==> src/rtl/program_counter_pkg.sv <==
// Shared definitions for the LittleComputer program counter: default sizes and
// the action encoding produced by the command arbiter.
package program_counter_pkg;

    localparam int PC_WIDTH = 8;
    localparam int PC_DEPTH = 4;

    localparam logic [2:0] ACT_HOLD = 3'd0;
    localparam logic [2:0] ACT_INC  = 3'd1;
    localparam logic [2:0] ACT_LOAD = 3'd2;
    localparam logic [2:0] ACT_CALL = 3'd3;
    localparam logic [2:0] ACT_RET  = 3'd4;

    // Strict priority RET > CALL > LOAD > INC > HOLD; exactly one action wins.
    function automatic logic [2:0] pick_action(
        input logic ret,
        input logic call,
        input logic load,
        input logic inc
    );
        logic [2:0] act;
        act = ACT_HOLD;
        if (ret) begin
            act = ACT_RET;
        end else if (call) begin
            act = ACT_CALL;
        end else if (load) begin
            act = ACT_LOAD;
        end else if (inc) begin
            act = ACT_INC;
        end
        return act;
    endfunction

endpackage

==> src/rtl/program_counter_return_stack.sv <==
// Hardware return stack: DEPTH x WIDTH entries, stack pointer and FULL/EMPTY
// decode. Everything clears asynchronously so reset is visible without a clock.
module return_stack #(
    parameter int WIDTH = 8,
    parameter int DEPTH = 4
) (
    input  logic                     clk,
    input  logic                     rst_n,
    input  logic                     push,
    input  logic                     pop,
    input  logic [WIDTH-1:0]         din,
    output logic [WIDTH-1:0]         top,
    output logic [$clog2(DEPTH):0]   sp,
    output logic                     full,
    output logic                     empty
);

    localparam int AW  = $clog2(DEPTH);
    localparam int SPW = AW + 1;

    logic [SPW-1:0]   sp_q;
    logic [SPW-1:0]   sp_d;
    logic [WIDTH-1:0] stack_q [DEPTH];
    logic [WIDTH-1:0] stack_d [DEPTH];
    logic [AW-1:0]    wr_idx;
    logic [AW-1:0]    top_idx;

    // Push writes the slot at SP; the top of stack lives one below it.
    assign wr_idx  = sp_q[AW-1:0];
    assign top_idx = sp_q[AW-1:0] - AW'(1);

    always_comb begin
        sp_d = sp_q;
        if (push) begin
            sp_d = sp_q + SPW'(1);
        end else if (pop) begin
            sp_d = sp_q - SPW'(1);
        end
    end

    always_ff @(posedge clk or negedge rst_n) begin
        if (!rst_n) begin
            sp_q <= '0;
        end else begin
            sp_q <= sp_d;
        end
    end

    generate
        for (genvar gi = 0; gi < DEPTH; gi++) begin : g_entry
            always_comb begin
                stack_d[gi] = stack_q[gi];
                if (push && (wr_idx == AW'(gi))) begin
                    stack_d[gi] = din;
                end
            end

            always_ff @(posedge clk or negedge rst_n) begin
                if (!rst_n) begin
                    stack_q[gi] <= '0;
                end else begin
                    stack_q[gi] <= stack_d[gi];
                end
            end
        end
    endgenerate

    assign top   = stack_q[top_idx];
    assign sp    = sp_q;
    assign full  = (sp_q == SPW'(DEPTH));
    assign empty = (sp_q == '0);

endmodule

==> src/rtl/program_counter.sv <==
// LittleComputer program counter: priority arbiter, PC register, +1 adder and
// sticky stack-fault flag around a small hardware return stack.
module program_counter
    import program_counter_pkg::*;
#(
    parameter int WIDTH = PC_WIDTH,
    parameter int DEPTH = PC_DEPTH
) (
    input  logic                    CLK,
    input  logic                    RSTn,
    input  logic                    INC,
    input  logic                    LOAD,
    input  logic                    CALL,
    input  logic                    RET,
    input  logic [WIDTH-1:0]        IN,
    output logic [WIDTH-1:0]        OUT,
    output logic [$clog2(DEPTH):0]  SP,
    output logic                    FULL,
    output logic                    EMPTY,
    output logic                    ERR
);

    logic [2:0]       action;
    logic [WIDTH-1:0] pc_q;
    logic [WIDTH-1:0] pc_d;
    logic [WIDTH-1:0] pc_inc;
    logic             err_q;
    logic             err_d;
    logic             push;
    logic             pop;
    logic [WIDTH-1:0] stack_top;
    logic             stack_full;
    logic             stack_empty;

    assign action = pick_action(RET, CALL, LOAD, INC);
    assign pc_inc = pc_q + WIDTH'(1);

    // A faulting CALL/RET still consumes the cycle: nothing falls through.
    always_comb begin
        pc_d  = pc_q;
        err_d = err_q;
        push  = 1'b0;
        pop   = 1'b0;
        case (action)
            ACT_INC:  pc_d = pc_inc;
            ACT_LOAD: pc_d = IN;
            ACT_CALL: begin
                if (stack_full) begin
                    err_d = 1'b1;
                end else begin
                    push = 1'b1;
                    pc_d = IN;
                end
            end
            ACT_RET: begin
                if (stack_empty) begin
                    err_d = 1'b1;
                end else begin
                    pop  = 1'b1;
                    pc_d = stack_top;
                end
            end
            default: pc_d = pc_q;
        endcase
    end

    always_ff @(posedge CLK or negedge RSTn) begin
        if (!RSTn) begin
            pc_q  <= '0;
            err_q <= 1'b0;
        end else begin
            pc_q  <= pc_d;
            err_q <= err_d;
        end
    end

    return_stack #(
        .WIDTH (WIDTH),
        .DEPTH (DEPTH)
    ) u_return_stack (
        .clk   (CLK),
        .rst_n (RSTn),
        .push  (push),
        .pop   (pop),
        .din   (pc_inc),
        .top   (stack_top),
        .sp    (SP),
        .full  (stack_full),
        .empty (stack_empty)
    );

    assign OUT   = pc_q;
    assign FULL  = stack_full;
    assign EMPTY = stack_empty;
    assign ERR   = err_q;

endmodule
==> config.mk <==
export PLATFORM = sky130hd
export DESIGN_NAME = program_counter
export DESIGN_NICKNAME = d
export VERILOG_FILES = /design/src/rtl/program_counter_pkg.sv /design/src/rtl/program_counter_return_stack.sv /design/src/rtl/program_counter.sv
export SDC_FILE = /design/constraint.sdc
export NUM_CORES = 1
export LEC_CHECK = 0
export CAP_MARGIN = 20
export CORE_MARGIN = 2
export CORE_UTILIZATION = 50
export DETAILED_ROUTE_END_ITERATION = 16
export GPL_ROUTABILITY_DRIVEN = 0
export GPL_TIMING_DRIVEN = 1
export PLACE_DENSITY = 0.73
export RECOVER_POWER = 50
export SLEW_MARGIN = 20
export SYNTH_ARGS = -nofsm -noshare
export SYNTH_HDL_FRONTEND = slang
export SYNTH_SLANG_ARGS = --single-unit
==> constraint.sdc <==
create_clock -name CLK -period 3 [get_ports CLK]
set_clock_uncertainty 0.1 [all_clocks]
set_input_delay 0.6 -clock CLK [delete_from_list [all_inputs] [get_ports CLK]]
set_output_delay 0.6 -clock CLK [all_outputs]
set_load 0.1 [all_outputs]
; After elaboration in Yosys (flattened, before gate mapping)
; Index checks and enable logic that the tools add are counted.
[totals]
out_inout_bits = 14
ff_bits = 44
input_bits = 14
[classes]
n_lt_le_gt_ge = 1
add_sub_neg = 4
n_eq_ne = 12
muxes = 19
bitwise_logic = 1
n_reduce_logical = 11
[ops]
columns = cell, count
row1 = 8-bit two-way mux, 4
row2 = 8-bit case mux with 4 select lines, 1
row3 = 8-bit binary-select mux with 2-bit select, 1
row4 = 3-bit two-way mux, 3
row5 = 8-bit by 1-bit adder with 8-bit output (second input constant), 1
row6 = 2-bit != test (second input constant), 4
row7 = 1-bit two-way mux, 7
row8 = 3-bit by 2-bit equality test with 1-bit output (second input constant), 2
row9 = 3-bit equality test (second input constant), 2
row10 = 3-bit AND reduction, 2
row11 = 2-bit equality test (second input constant), 2
row12 = 1-bit logical AND, 4
row13 = 2-bit two-way mux, 2
row14 = 2-bit nonzero test, 2
row15 = 4-bit nonzero test, 1
row16 = 3-bit by 1-bit adder with 3-bit output (second input constant), 1
row17 = 3-bit by 1-bit equality test with 1-bit output (second input constant), 1
row18 = 3-bit greater-or-equal comparator (second input constant), 1
row19 = 3-bit logical NOT, 1
row20 = 2-bit inverter with 3-bit output, 1
row21 = 3-bit by 1-bit subtractor with 3-bit output (second input constant), 1
row22 = 2-bit by 1-bit equality test with 1-bit output (second input constant), 1
row23 = 2-bit logical NOT, 1
row24 = 1-bit case mux with 2 select lines, 1
row25 = 2-bit by 1-bit subtractor with 2-bit output (second input constant), 1

; Depth between registers and ports, before layout
; Gate-level depths: netlist of the first run.
[depth]
ltp_word = 8
depth_mapped = 9
ltp_nobuf = 8

; Cells and area by module
; From an unflattened synthesis of the first run, not the netlist that was laid out.
[unflattened]
cells_unflattened = 180
hier_area_um2 = 2313.5
[by_module_without_submodules]
columns = mod, cells_each, area_each_um2, n_inst
row1 = return_stack, 98, 1604.0, 1
row2 = program_counter, 82, 709.4, 1

; Least setup slack after synthesis of the first run
; Ideal clock, no wire load.
[synth_timing]
path_type = reg-to-reg
start = reg u_return_stack.sp_q[0], in the netlist u_return_stack.sp[0]
end = reg pc_q[6], in the netlist OUT[6]
setup_time_ns = 0.123
arrival_time_ns = 3.115
required_ns = 2.777
synth_period_minus_slack_ns = 3.338
path_buffers = 1
stages_incl_launch_ff = 9
slack_ns = -0.338
path_cell_list = dfrtp_1 -> buf_2 -> inv_1 -> ha_1 -> nand2_2 -> inv_1 -> a221o_1 -> a31o_1 -> a32o_1
[synth_lines]
columns = element, line
row1 = from (decl), program_counter_return_stack.sv:21  ; logic [SPW-1:0] sp_q;
row2 = from (signal assigned), program_counter_return_stack.sv:45  ; sp_q <= sp_d;
row3 = 3-bit equality test, program_counter_return_stack.sv:70  ; assign full = (sp_q == SPW'(DEPTH));
row4 = named net FULL, program_counter.sv:18  ; output logic FULL,
row5 = 2-bit != test (no source line), -
row6 = 3-bit AND reduction (no source line), -
row7 = to (signal assigned), program_counter.sv:72  ; pc_q <= pc_d;
row8 = to (decl), program_counter.sv:24  ; logic [WIDTH-1:0] pc_q;
; The timed path passes the listed nets, and every way through them passes these cells. The select of a mux whose other input is x is not followed.
; A chain may end at the register's enable or synchronous reset.

; Final worst setup path of the first run
[layout_timing]
start = reg u_return_stack.sp_q[0], in the netlist u_return_stack.sp[0]
end = out FULL
[layout_via]
elab_chain_len = 1
[layout_lines]
columns = element, line
row1 = 3-bit equality test, program_counter_return_stack.sv:70
row2 = to (decl), program_counter.sv:18
; No other way between the ends.

==> impl_metrics.env, run 1 <==
export IMPL_status="complete, no violations"
export IMPL_setup_tns_final_ps=0
export IMPL_syn_inst=221
export IMPL_slowest_stage="dfrtp_4"
export IMPL_fmax_ghz=0.4048
export IMPL_yosysSeqAreaShare=0.4862
export IMPL_port_buffers=27
export IMPL_wire_per_inst_um=16.47
export IMPL_h_tree_depth=2
export IMPL_final_common_cell="nand2_1"
export IMPL_min_from="ERR"
export IMPL_syn_avg_cell_area_um2=10.25
export IMPL_hold_buffers=0
export IMPL_die_x_um=71.30
export IMPL_worst_setup_path_type="reg -> out"
export IMPL_setup_viol=0
export IMPL_slew_violations=0
export IMPL_hp_class="reg -> reg"
export IMPL_finalNetCount=271
export IMPL_gr_usage_all_layers=0.2223
export IMPL_cts_buffers=5
export IMPL_worst_skew_pair_late_latency_ps=300
export IMPL_cts_tree="yes"
export IMPL_crit_arrival_ps=1770
export IMPL_tightestPinTransition_ps=1439
export IMPL_synth_flop_cell="dfrtp_1"
export IMPL_cp_top_family="flip-flops"
export IMPL_dp_hpwl_um=3690
export IMPL_async_reset_ff_frac=1.000
export IMPL_firstDrtPassIters=4
export IMPL_startpoint="u_return_stack.sp[0]"
export IMPL_clk_pin_slew_ps=80
export IMPL_slew_headroom=0.04064
export IMPL_vias=1698
export IMPL_synth_nets=241
export IMPL_grt_max_degree=28
export IMPL_critPathLaunchType="register"
export IMPL_final_antenna_net_count=0
export IMPL_die_area_mm2=0.005084
export IMPL_post_cts_buffers=0
export IMPL_cts_resized_gates=0
export IMPL_drcViolationCount=0
export IMPL_std_cell_rows=24
export IMPL_grt_first_pass_wirelength_um=8535
export IMPL_ys_warn_count=0
export IMPL_core_area_mm2=0.004354
export IMPL_cp_cell_sequence="inv_1 > ha_1 > nand2_2 > clkinvlp_4 > buf_12"
export IMPL_crit_path_max_fanout=15
export IMPL_cpPeakStageDelay_ps=590
export IMPL_fp_dieH_um=71.30
export IMPL_cp_end_kind="output pin"
export IMPL_pin_count=28
export IMPL_antenna_found_initial=0
export IMPL_synth_cell_types=45
export IMPL_wirelength_um=5008
export IMPL_overflow=0
export IMPL_first_iter_violations=114
export IMPL_syn2layout_area_growth_pct=16.85
export IMPL_start_util=0.5201
export IMPL_cts_buffer_depth=2
export IMPL_drive_gt1_frac=0.1587
export IMPL_grt_pass1_vias=1738
export IMPL_cp_num_buf_inv=3
export IMPL_period_minus_slack_ps=2470
export IMPL_layout_common_cells="nand2_1, dfrtp_1, o21ai_0"
export IMPL_synth_edf_count=0
export IMPL_hold_viol_final=0
export IMPL_required_ps=2300
export IMPL_post_route_period_util=0.8235
export IMPL_viasPerCell=5.586
export IMPL_clkSinkCount=44
export IMPL_synth_area_mm2=0.002265
export IMPL_synth_seq_cells=44
export IMPL_r2r_start="u_return_stack.sp[0]"
export IMPL_n_antenna_cell=0
export IMPL_max_cap_viol_count=0
export IMPL_cts_root_buf="clkbuf_8"
export IMPL_rsz0062_at_grt="false"
==> synth_stat cells, types with 2 or more instances <==
| master | instances | area, um2 |
|---|---|---|
| dfrtp_1 | 44 | 1101 |
| nand2_1 | 44 | 165.2 |
| o21ai_0 | 34 | 170.2 |
| a21oi_1 | 6 | 30.03 |
| clkbuf_1 | 6 | 22.52 |
| mux4_2 | 6 | 135.1 |
| nand3_1 | 6 | 30.03 |
| nor2_1 | 6 | 22.52 |
| ha_1 | 5 | 62.56 |
| a31oi_1 | 4 | 25.02 |
| mux2_2 | 4 | 45.04 |
| xor2_1 | 4 | 35.03 |
| a211oi_1 | 3 | 22.52 |
| buf_6 | 3 | 33.78 |
| inv_1 | 3 | 11.26 |
| o31ai_1 | 3 | 22.52 |
| xnor2_1 | 3 | 26.28 |
| a31o_1 | 2 | 17.52 |
| a32o_1 | 2 | 20.02 |
| and2_1 | 2 | 12.51 |
| buf_2 | 2 | 10.01 |
| mux2i_1 | 2 | 20.02 |
| nand2b_1 | 2 | 12.51 |
| nor2b_1 | 2 | 12.51 |
| nor4_1 | 2 | 12.51 |
| o22a_1 | 2 | 17.52 |
==> area by class of cell <==
type | count | area, um2
Fill cell | 385 | 1708
Sequential cell | 44 | 1106
Multi-Input combinational cell | 161 | 1084
Timing Repair Buffer | 35 | 280.3
Clock buffer | 6 | 82.58
Tap cell | 52 | 65.06
Inverter | 4 | 18.77
Clock inverter | 2 | 10.01
==> state kept, by name, summed over array words and instances (netlist names) <==
| signal | flops |
|---|---|
| u_return_stack.sp | 3 |
| u_return_stack.stack_q | 32 |
| ERR | 1 |
| OUT | 8 |
==> kinds of logic (layout without fill, tap and decap cells) <==
| kind of cell | Yosys count | count (layout) | synth area share |
|---|---|---|---|
| buffers and inverters | 16 | 47 | 0.03756 |
| adder cells (fa/ha/maj) | 6 | 6 | 0.03646 |
| multiplexers | 13 | 13 | 0.09337 |
| flip-flops | 44 | 44 | 0.4862 |
| AO/OA/AOI/OAI | 64 | 64 | 0.1757 |
| XOR/XNOR | 7 | 7 | 0.02707 |
| AND/OR/NAND/NOR | 71 | 71 | 0.1436 |
==> metrics by stage <==
stage,hold WS [ps],worst slack (ps),std cells,utilization,area [um2]
global placement,342.0,446.4,296,0.5945,2589
detailed placement,353.4,378.1,296,0.5945,2589
CTS,222.1,517.9,304,0.6158,2681
global route,396.0,402.4,304,0.6078,2646
finish,366.0,529.5,304,0.6078,2646
floorplan,204.4,38.27,221,-,2278
==> worst register-to-register path, stage by stage, from the launching register on <==
cell and delay [ps]:
dfrtp_4 590, inv_1 110, ha_1 270, nand2_2 150, clkinvlp_4 160, a221o_1 400, a31o_1 200, a32o_1 200
==> metal layers <==
metal | wire length, um | track usage | vias up
met5 | 0 | 0 | -
met4 | 70 | 0.07547 | 0
li1 | - | - | 853
met1 | 2409 | 0.3049 | 805
met2 | 2349 | 0.3477 | 32
met3 | 179 | 0.05626 | 8
==> worst paths after layout <==
| kind | endpoint | slack [ps] | cells past startpoint |
|---|---|---|---|
| min in group asynchronous | u_return_stack.stack_q[14] | 530 | 1 |
| worst max-delay path | FULL | 530 | 5 |
| worst max register to register | OUT[7] | 710 | 7 |
| worst min register to register | ERR | 370 | 1 |
| worst min-delay path | ERR | 370 | 1 |
| max in group asynchronous | OUT[1] | 1070 | 2 |
Power of run 1 is not shown: default switching activity piles up to over one toggle a cycle in this logic, so the estimate is an artifact.
==> run 2, diff against run 1 <==
- PLACE_DENSITY: 0.73 -> 0.76
- clock period: 3 -> 2.1 ns (I/O delays scaled with it)
==> run 2 against run 1 <==
Effect of this change:
- non-clock buffer count grew 19
- clock-buffer cell count fell by 1
- routed wire length rose by 6.3%
- via count increased by 7.5%
- die area unchanged
- sequential cell count stayed put
- core utilization rose by 6.2 points
- cell area rose by 10%
- critical path type unchanged
==> impl_metrics.env, run 2 (same netlist as run 1, synthesis figures left out) <==
export IMPL_pin_count=28
export IMPL_slowest_stage="dfrtp_4"
export IMPL_regMostFlops="u_return_stack.stack_q"
export IMPL_p_per_area_mw_per_mm2=1776
export IMPL_n_antenna_cell=0
export IMPL_wirelength_um=5321
export IMPL_post_route_period_util=0.9539
export IMPL_clkSinkCount=44
export IMPL_syn2layout_area_growth_pct=28.73
export IMPL_fmax_ghz=0.4992
export IMPL_finalNetCount=290
export IMPL_slew_violations=0
export IMPL_cp_cell_sequence="inv_1 > ha_4 > nand2_4 > clkinvlp_4 > buf_12"
export IMPL_cp_top_family="flip-flops"
export IMPL_worst_skew_pair_late_latency_ps=290
export IMPL_first_iter_violations=204
export IMPL_grt_first_pass_wirelength_um=8597
export IMPL_required_ps=1580
export IMPL_crit_arrival_ps=1480
export IMPL_core_area_mm2=0.004354
export IMPL_die_area_mm2=0.005084
export IMPL_grt_pass1_vias=1808
export IMPL_final_common_cell="nand2_1"
export IMPL_fp_dieH_um=71.30
export IMPL_std_cell_rows=24
export IMPL_period_minus_slack_ps=2003
export IMPL_cpPeakStageDelay_ps=490
export IMPL_design_area_mm2=0.002915
export IMPL_startpoint="u_return_stack.sp[1]"
export IMPL_firstDrtPassIters=4
export IMPL_tightestPinTransition_ps=551.0
export IMPL_gr_usage_all_layers=0.2191
export IMPL_vdd_ir_drop_max_mv=0.8675
export IMPL_p_leak_nw=1.273
export IMPL_cts_root_buf="clkbuf_8"
export IMPL_port_buffers=27
export IMPL_drive_gt1_frac=0.2667
export IMPL_worst_setup_path_type="reg -> out"
export IMPL_cts_buffers=5
export IMPL_cp_end_kind="output pin"
export IMPL_viasPerCell=5.668
export IMPL_status="complete, no violations"
export IMPL_cts_buffer_depth=2
export IMPL_drcViolationCount=0
export IMPL_max_cap_viol_count=0
export IMPL_critPathLaunchType="register"
export IMPL_clk_pin_slew_ps=80
export IMPL_largest_register_ffs=32
export IMPL_antenna_found_initial=0
export IMPL_layout_common_cells="nand2_1, dfrtp_1, o21ai_0, buf_4, clkdlybuf4s50_1"
export IMPL_die_x_um=71.30
export IMPL_crit_path_max_fanout=5
export IMPL_r2r_start="u_return_stack.sp[1]"
export IMPL_power_total_mw=5.179
export IMPL_placed_area_mm2=0.002883
export IMPL_final_antenna_net_count=0
export IMPL_wire_per_inst_um=16.52
export IMPL_vias=1825
export IMPL_cp_num_buf_inv=3
export IMPL_placed_cells=312
export IMPL_fin_cells=322
export IMPL_setup_viol=0
export IMPL_start_util=0.5201
export IMPL_overflow=0
export IMPL_dp_hpwl_um=3844
export IMPL_hp_class="in -> async"
export IMPL_grt_max_degree=43
export IMPL_rsz0062_at_grt="false"
export IMPL_hold_viol_final=0
export IMPL_slew_headroom=0.6342
export IMPL_cts_tree="yes"
export IMPL_h_tree_depth=2
==> run 2: changes by cell type in the layout (fill, tap and decap cells not counted), moves of 6 or more <==
cell,change
o21ai_0,-8
clkbuf_2,+6
clkbuf_1,-9
o21ai_1,+8
buf_4,+15
buf_12,+6
==> run 2: stage by stage <==
step / hold WS, ps / worst slack (ps) / util / setup TNS (ps)
2_1_floorplan: 24.41 / -602.2 / - / -6733
3_3_place_gp: 116.6 / -91.92 / 0.6621 / -295.9
3_5_place_dp: 117.7 / -198.6 / 0.6621 / -520.9
4_1_cts: 340.9 / 10.51 / 0.6830 / 0
5_1_grt: 390.5 / 18.08 / 0.6695 / 0
6_report: 361.7 / 96.83 / 0.6695 / 0
==> run 2: final timing paths <==
path | to | slack (ps) | cells past startpoint
max | FULL | 100 | 5
max reg2reg | OUT[7] | 140 | 7
min reg2reg | ERR | 360 | 1
min in group CLK | ERR | 360 | 1
min | u_return_stack.sp[0] | 360 | 2
max in group asynchronous | u_return_stack.sp[1] | 750 | 3
==> run 2: power by group <==
part | total, mW | leakage (nW) | internal (mW) | switching [mW]
combinational | 3.11 | 0.689 | 1.18 | 1.94
clock | 0.496 | 0.0400 | 0.225 | 0.270
sequential | 1.57 | 0.543 | 1.25 | 0.322
total | 5.18 | 1.27 | 2.65 | 2.53
==> run 2: repair_timing <==
item,4_1_cts,5_1_grt
endpoints found under the hold margin,2,0
endpoints found under the setup margin,0,2
hold buffers,1,0
buffers inserted,0,2
resized for setup,0,1
==> run 2: area by class of cell <==
class / instances / area, um2
timing repair buffer: 54 / 519.2
clock inverter: 2 / 12.51
fill: 322 / 1439
inverter: 4 / 21.27
sequential: 44 / 1109
clock buffer: 5 / 68.82
tap: 52 / 65.06
multi-input combinational: 161 / 1120
==> run 2: routing by layer <==
metal	part of all wire	GRT usage
met5	0	0
met4	0.014	0.08595
met3	0.039	0.03094
met2	0.49	0.3601
met1	0.45	0.2965
Power figures use the tool's default switching activity.
